<file path="src/rtl/prog_loader_pkg.sv">
// Shared widths, state encoding and small helpers for the program loader.
package prog_loader_pkg;

  localparam int ROM_ADDR_WIDTH   = 8;
  localparam int ROM_DATA_WIDTH   = 16;
  localparam int LOADER_LEN_BYTES = 2;

  typedef enum logic [2:0] {
    LOADER_ST_LEN_HI = 3'd0,
    LOADER_ST_LEN_LO = 3'd1,
    LOADER_ST_DATA   = 3'd2,
    LOADER_ST_CHECK  = 3'd3,
    LOADER_ST_RUN    = 3'd4,
    LOADER_ST_ERR    = 3'd5
  } loader_state_e;

  // The loader takes host bytes only while a frame is being received.
  function automatic logic loader_accepts(input loader_state_e st);
    case (st)
      LOADER_ST_LEN_HI, LOADER_ST_LEN_LO,
      LOADER_ST_DATA,   LOADER_ST_CHECK: return 1'b1;
      default:                           return 1'b0;
    endcase
  endfunction

endpackage

</file>
<file path="src/rtl/prog_loader.sv">
// Boot loader: receives a length-prefixed, XOR-checksummed byte frame,
// writes the assembled instruction words to memory and releases the core
// only after a good checksum.
module prog_loader
  import prog_loader_pkg::*;
#(
  parameter int INST_ADDR_WIDTH = ROM_ADDR_WIDTH,
  parameter int INST_DATA_WIDTH = ROM_DATA_WIDTH
) (
  input  logic                       clk,
  input  logic                       arst,
  input  logic [7:0]                 s_data,
  input  logic                       s_valid,
  output logic                       s_ready,
  input  logic                       start,
  output logic [INST_ADDR_WIDTH-1:0] prog_addr,
  output logic [INST_DATA_WIDTH-1:0] prog_data,
  output logic                       prog_we,
  output logic                       core_rst,
  output logic                       busy,
  output logic                       done,
  output logic                       error
);

  localparam int BYTES_PER_WORD = INST_DATA_WIDTH / 8;
  localparam int LEN_W          = LOADER_LEN_BYTES * 8;
  localparam int BIDX_W         = (BYTES_PER_WORD > 1) ? $clog2(BYTES_PER_WORD) : 1;
  localparam logic [BIDX_W-1:0] LAST_BIDX = BIDX_W'(BYTES_PER_WORD - 1);
  // Largest legal word count is the full memory depth, 2^INST_ADDR_WIDTH.
  localparam logic [LEN_W:0]    MAX_WORDS = {{LEN_W{1'b0}}, 1'b1} << INST_ADDR_WIDTH;

  loader_state_e              r_state;
  logic [LEN_W-1:0]           r_len;
  logic [LEN_W-1:0]           r_word_cnt;
  logic [BIDX_W-1:0]          r_byte_idx;
  logic [INST_DATA_WIDTH-1:0] r_asm;
  logic [7:0]                 r_csum;
  logic [INST_ADDR_WIDTH-1:0] r_prog_addr;
  logic [INST_DATA_WIDTH-1:0] r_prog_data;
  logic                       r_prog_we;
  logic                       r_core_rst;
  logic                       r_busy;
  logic                       r_done;
  logic                       r_error;

  logic                       w_xfer;
  logic [7:0]                 w_csum_next;
  logic [LEN_W-1:0]           w_len_next;
  logic                       w_len_too_big;
  logic [LEN_W-1:0]           w_word_cnt_inc;
  logic [INST_DATA_WIDTH-1:0] w_word;

  assign s_ready        = loader_accepts(r_state);
  assign w_xfer         = s_valid && s_ready;
  assign w_csum_next    = r_csum ^ s_data;
  assign w_len_next     = {r_len[LEN_W-1:8], s_data};
  assign w_len_too_big  = ({1'b0, w_len_next} > MAX_WORDS);
  assign w_word_cnt_inc = r_word_cnt + LEN_W'(1);

  // Word assembly: shift the incoming byte in at the LSB end (big-endian words).
  always_comb begin
    w_word      = r_asm << 8;
    w_word[7:0] = s_data;
  end

  // Loader FSM with counters, checksum accumulator and registered outputs.
  always_ff @(posedge clk or posedge arst) begin
    if (arst) begin
      r_state     <= LOADER_ST_LEN_HI;
      r_len       <= '0;
      r_word_cnt  <= '0;
      r_byte_idx  <= '0;
      r_asm       <= '0;
      r_csum      <= 8'h00;
      r_prog_addr <= '0;
      r_prog_data <= '0;
      r_prog_we   <= 1'b0;
      r_core_rst  <= 1'b1;
      r_busy      <= 1'b1;
      r_done      <= 1'b0;
      r_error     <= 1'b0;
    end else begin
      r_prog_we <= 1'b0;
      case (r_state)
        LOADER_ST_LEN_HI: begin
          if (w_xfer) begin
            r_len[LEN_W-1:8] <= s_data;
            r_csum           <= w_csum_next;
            r_state          <= LOADER_ST_LEN_LO;
          end
        end
        LOADER_ST_LEN_LO: begin
          if (w_xfer) begin
            r_len[7:0] <= s_data;
            r_csum     <= w_csum_next;
            r_word_cnt <= '0;
            r_byte_idx <= '0;
            if (w_len_too_big) begin
              r_state <= LOADER_ST_ERR;
              r_error <= 1'b1;
              r_busy  <= 1'b0;
            end else if (w_len_next == '0) begin
              r_state <= LOADER_ST_CHECK;
            end else begin
              r_state <= LOADER_ST_DATA;
            end
          end
        end
        LOADER_ST_DATA: begin
          if (w_xfer) begin
            r_csum <= w_csum_next;
            r_asm  <= w_word;
            if (r_byte_idx == LAST_BIDX) begin
              r_prog_we   <= 1'b1;
              r_prog_addr <= r_word_cnt[INST_ADDR_WIDTH-1:0];
              r_prog_data <= w_word;
              r_byte_idx  <= '0;
              r_word_cnt  <= w_word_cnt_inc;
              if (w_word_cnt_inc == r_len) begin
                r_state <= LOADER_ST_CHECK;
              end
            end else begin
              r_byte_idx <= r_byte_idx + BIDX_W'(1);
            end
          end
        end
        LOADER_ST_CHECK: begin
          if (w_xfer) begin
            r_csum <= w_csum_next;
            r_busy <= 1'b0;
            if (w_csum_next == 8'h00) begin
              r_state    <= LOADER_ST_RUN;
              r_core_rst <= 1'b0;
              r_done     <= 1'b1;
            end else begin
              r_state <= LOADER_ST_ERR;
              r_error <= 1'b1;
            end
          end
        end
        LOADER_ST_RUN, LOADER_ST_ERR: begin
          if (start) begin
            r_state    <= LOADER_ST_LEN_HI;
            r_csum     <= 8'h00;
            r_core_rst <= 1'b1;
            r_done     <= 1'b0;
            r_error    <= 1'b0;
            r_busy     <= 1'b1;
          end
        end
        default: begin
          // Unreachable encoding: park safely with the core held in reset.
          r_state    <= LOADER_ST_ERR;
          r_core_rst <= 1'b1;
          r_done     <= 1'b0;
          r_error    <= 1'b1;
          r_busy     <= 1'b0;
        end
      endcase
    end
  end

  assign prog_addr = r_prog_addr;
  assign prog_data = r_prog_data;
  assign prog_we   = r_prog_we;
  assign core_rst  = r_core_rst;
  assign busy      = r_busy;
  assign done      = r_done;
  assign error     = r_error;

endmodule

</file>
<file path="config.mk">
export PLATFORM = sky130hd
export DESIGN_NAME = prog_loader
export DESIGN_NICKNAME = d
export VERILOG_FILES = /design/src/rtl/prog_loader_pkg.sv /design/src/rtl/prog_loader.sv
export SDC_FILE = /design/constraint.sdc
export NUM_CORES = 1
export LEC_CHECK = 0
export CAP_MARGIN = 40
export CORE_ASPECT_RATIO = 1.4
export CORE_UTILIZATION = 51
export CTS_CLUSTER_DIAMETER = 100
export CTS_CLUSTER_SIZE = 30
export DETAILED_ROUTE_END_ITERATION = 8
export GPL_TIMING_DRIVEN = 0
export PLACE_DENSITY = 0.86
export SLEW_MARGIN = 20
export SYNTH_ARGS = -nofsm -noshare
export SYNTH_HDL_FRONTEND = slang
export SYNTH_SLANG_ARGS = --single-unit
export TNS_END_PERCENT = 20
</file>
<file path="constraint.sdc">
create_clock -name clk -period 2.3 [get_ports clk]
set_clock_uncertainty 0.1 [all_clocks]
set_input_delay 0.23 -clock clk [delete_from_list [all_inputs] [get_ports clk]]
set_output_delay 0.23 -clock clk [all_outputs]
set_load 0.1 [all_outputs]
</file>
=== Word level (Yosys, flattened, before mapping) ===
Cells that the tools add are included.

* Register bits after elaboration: 81

* Add/subtract/negate cells: 2
* Order comparisons: 1
* Equal/unequal tests: 17
* Multiplexer cells: 42
* Bitwise logic cells: 3
* Reduce and logical (&&, ||, !) cells: 21

{| class="wikitable"
|+ Operator list
! kind !! number
|-
| 16-bit 2-to-1 mux || 3
|-
| 16-bit one-hot mux with 2 select lines || 1
|-
| 3-bit 2-to-1 mux || 8
|-
| 1-bit 2-to-1 mux || 21
|-
| 2-bit != test (second input constant) || 10
|-
| 16-bit by 1-bit adder with 16-bit output (second input constant) || 1
|-
| 16-bit == test || 1
|-
| 16-bit by 9-bit > comparator with 1-bit output (second input constant) || 1
|-
| 16-bit zero test || 1
|-
| 8-bit 2-to-1 mux || 2
|-
| 8-bit one-hot mux with 2 select lines || 1
|-
| 3-bit one-hot mux with 5 select lines || 1
|-
| 3-bit AND reduction || 3
|-
| 8-bit zero test || 1
|-
| 1-bit one-hot mux with 4 select lines || 2
|-
| 4-bit AND reduction || 2
|-
| 8-bit bitwise XOR || 1
|-
| 7-bit AND reduction || 1
|-
| 3-bit by 2-bit == test with 1-bit output (second input constant) || 2
|-
| 3-bit == test (second input constant) || 2
|-
| 1-bit one-hot mux with 3 select lines || 2
|-
| 2-bit AND reduction || 3
|-
| 6-bit AND reduction || 1
|-
| 5-bit AND reduction || 1
|-
| other kinds (11) || 14
|}

=== Logic depth before layout (Yosys ltp) ===
* Depth in word-level cells: 6
* Mapped depth: 9
* Mapped depth without buffers: 8

=== Least setup slack after synthesis ===
No wires, ideal clock.

* Path type: register -> register
* Start point: register r_word_cnt[0]
* End point: register r_state[0]
* Library setup time: 87 ps
* Data arrival time: 1,930 ps
* Setup slack: 183 ps
* Stages on the path, launching flop included: 9
* Period minus slack after synthesis: 2,117 ps
* Path through: dfrtp_1 -> ha_1 -> and3_4 -> and4_1 -> xnor2_1 -> nand3_1 -> a2111oi_2 -> nand4b_1 -> a22oi_1

* Word-level cells in the longest chain between the ends: 4

{| class="wikitable"
|+ Ends and longest elaborated chain
! element !! RTL line !! RTL
|-
| from (decl) || prog_loader.sv:34 || <nowiki>logic [LEN_W-1:0] r_word_cnt;</nowiki>
|-
| from (signal assigned) || prog_loader.sv:118 || <nowiki>r_word_cnt <= w_word_cnt_inc;</nowiki>
|-
| 16-bit by 1-bit adder with 16-bit output || prog_loader.sv:58 || <nowiki>assign w_word_cnt_inc = r_word_cnt + LEN_W'(1);</nowiki>
|-
| 16-bit == test || prog_loader.sv:119 || <nowiki>if (w_word_cnt_inc == r_len) begin</nowiki>
|-
| 2-bit != test (no source line) || -- ||
|-
| 7-bit AND reduction (no source line) || -- ||
|-
| to (signal assigned) || prog_loader.sv:69 || <nowiki>r_state <= LOADER_ST_LEN_HI;</nowiki>
|-
| to (signal assigned) || prog_loader.sv:120 || <nowiki>r_state <= LOADER_ST_CHECK;</nowiki>
|-
| to (signal assigned) || prog_loader.sv:132 || <nowiki>r_state <= LOADER_ST_RUN;</nowiki>
|-
| to (decl) || prog_loader.sv:32 || <nowiki>loader_state_e r_state;</nowiki>
|}

No other way between the ends.
A chain may end at the register's enable or synchronous reset.

=== Worst setup path after layout ===
* Start point: register r_word_cnt[1]
* End point: register r_state[0]

Same word-level chain as after synthesis.

==> run metrics <==
status=complete, no violations; crit path cell chain=ha_4, and3_4, nand4_2, xnor2_2, nand3_1, a2111oi_2, nand4b_1, a22oi_2; slowest CP cell=dfrtp_1; Area Overhead vs Synth=31.4%; routed wire length=roughly 11000 um; Net Count, Synth=438; distinct cell type count after synthesis=51; vias in the first global route=roughly 3600; Ports=42; root buf cell=clkbuf_8; cell area power density=about 840 nW/um2; most common cell in the netlist=nand2_1; top cells by area, synth=dfrtp_1 (48%), nand2_1 (11%), mux2_2 (6.4%), xor2_1 (5.2%), o21ai_0 (4.2%); Tmin final=2.21 ns; initial antenna violation count=0; Crit Path Class=reg -> reg; Leakage=2.41 nW; Total GRT Usage=about 28%; total of max-cap violations=0; clk sink count=about 80; crit share post-route=between 90% and 100%; post-route ant nets=0; # setup viols final=0; worst slew pin tran=0.723 ns; startpoint types=flop; H-tree Lvls=3; Die Y=roughly 110 um; fin. max-slew vios=0; Hold WC Path Type=in -> async; hold_ws=between 0.2 and 0.25 ns; fin util=between 60% and 70%; Yosys reg bits=81; count of flip-flops with a built-in enable after synthesis=0; crit path max fanout=7; Worst-Skew Late Latency=around 0.37 ns; Arr. time, crit path=about 2.4 ns; global-route wire length before repair=roughly 18000 um; CP endpoint kind=flop; Max Clock Freq=0.453 GHz; YS warnings=0; PnR worst setup slack=about 0.09 ns; Final Wtd Congestion=approximately 0.85; row count=38; area leader, netlist=dfrtp_1; sequential share of the synthesized area=approximately 50%; clock-pin slew of the registers on the worst-case setup and hold paths=~0.080 ns; GRT overflow=0; Bufs on Longest Clock Path=2; CTS tree=done; reg2reg path depth=8; WP depth=8; n_diodes=0; DR iter-0 viols=about 360; async set or reset register ratio after synthesis=100%; syn avg cell area=about 9.6 um2; worst path required time=2.50 ns; slew margin rel.=around 52%; Hold Fails Final Rpt=0; CP max stage delay=0.40 ns; CTS buffer count=9; Mapped Area=approximately 4100 um2; Core Area=roughly 7700 um2; setup TNS after final layout=0 ns; Nets=525; Max IR drop VDD=approximately 0.00077 V; Place WS=-0.192 ns; Synth Flop Type=dfrtp_1; WP buf/inv=0; synthesized netlist cell count=around 430; Vias/cell=between 5 and 6; synth cell count leaders=nand2_1 (115), dfrtp_1 (79), o21ai_0 (34); DRC violations left=0; PortBufs=slightly above 40; initial core utilization=a little over half; DP HPWL=7570 um; share of layout cells above drive strength 1=about a fifth; DRT Pass-1 Iters=5; Top delay family on crit path=simple AND/OR/NAND/NOR gates; largest net degree at the start of global routing=32; die area=around 8400 um2; Routed WL per cell=roughly 17 um; routed vias=approximately 3500; # hold bufs at CTS=0; die width=a little under 80 um; top-area cell type share of the netlist area=between 40% and 50%
## metal layers
layer | up-vias | track usage, % | part of all wire [%] | wire [um]
met5 | - | 0 | 0 | 0
met4 | 0 | 19.0 | 3.4 | 366
met3 | 31 | 5.08 | 3.9 | 416
met2 | 110 | 48.7 | 55 | 5860
met1 | 1757 | 31.3 | 38 | 4090
li1 | 1617 | - | - | -
## worst register-to-register path, cell delays in order, from the launching register on
cell and delay, ns:
dfrtp_1 0.40, ha_4 0.19, and3_4 0.23, nand4_2 0.20, xnor2_2 0.19, nand3_1 0.15
a2111oi_2 0.24, nand4b_1 0.22, a22oi_2 0.22
## final timing paths
kind / startpoint / to / slack (ns)
max: r_word_cnt[1] / r_state[0] / 0.09
min: arst / r_word_cnt[12] / 0.22
max reg2reg: r_word_cnt[1] / r_state[0] / 0.09
min reg2reg: prog_addr[6] / prog_addr[6] / 0.38
max in group asynchronous: arst / r_len[14] / 1.12
min in group clk: prog_addr[6] / prog_addr[6] / 0.38
## per-stage QoR
step	instance area [um2]	power, mW	instances
floorplan	4080	2.99	425
global placement	4620	3.27	566
detailed placement	5110	3.48	598
CTS	5330	4.49	616
global route	5360	4.72	616
finish	5360	4.52	616
## power breakdown
group / switching (mW) / total (mW) / internal [mW] / leakage (nW)
Clock: 0.523 / 1.02 / 0.496 / 0.0925
Sequential: 0.259 / 1.95 / 1.69 / 1.06
Combinational: 0.883 / 1.55 / 0.668 / 1.25
Total: 1.67 / 4.52 / 2.86 / 2.41
## final cells by class
class	instances	area, um2
Inverter	8	33.8
Buffer	21	109
Fill cell	512	2390
Multi-Input combinational cell	315	1950
Tap cell	100	125
Timing Repair Buffer	76	931
Sequential cell	81	2030
Clock buffer	10	128
Clock inverter	5	56.3
## sequential cells by signal (all words and copies together), names as in the netlist
register and count:
prog_we 1, core_rst 1, r_state 3, r_word_cnt 16, busy 1, prog_addr 8, r_asm 8, r_byte_idx 1
done 1, prog_data 16, error 1, r_len 16, r_csum 8
## logic make-up after synthesis
logic type      count (synthesis)  share of synthesized area [%]
mux                            26                           7.09
compound gates                 64                           9.45
flops                          81                           49.8
buf+inv                        29                           3.41
simple gates                  184                           21.4
xor+xnor                       40                           8.59
fa+ha+maj                       1                          0.307
## what timing repair did
| action | in CTS | in global routing |
|---|---|---|
| pin swaps | 1 | 6 |
| buffers inserted | 3 | 0 |
| endpoints found under the setup margin | 18 | 1 |
| resized for setup | 2 | 6 |
## layout by cell type (no fill, tap or decap), types with 3 or more instances in the layout
cell type | synthesis | layout
a21oi_1 | 10 | 10
and4_4 | 2 | 3
buf_2 | 6 | 6
buf_4 | 6 | 9
buf_8 | 0 | 30
clkbuf_1 | 7 | 8
clkbuf_8 | 0 | 9
clkdlybuf4s50_1 | 0 | 41
dfrtp_1 | 79 | 78
inv_1 | 6 | 5
mux2_2 | 23 | 23
mux2i_1 | 3 | 3
nand2_1 | 115 | 115
nand2b_1 | 3 | 3
nand3_1 | 12 | 11
nand4_1 | 4 | 4
nor2_1 | 15 | 15
nor3_1 | 11 | 11
nor4_1 | 4 | 4
o21ai_0 | 34 | 34
o31ai_1 | 5 | 5
xnor2_1 | 16 | 15
xor2_1 | 24 | 24
Power figures use the tool's default switching activity.
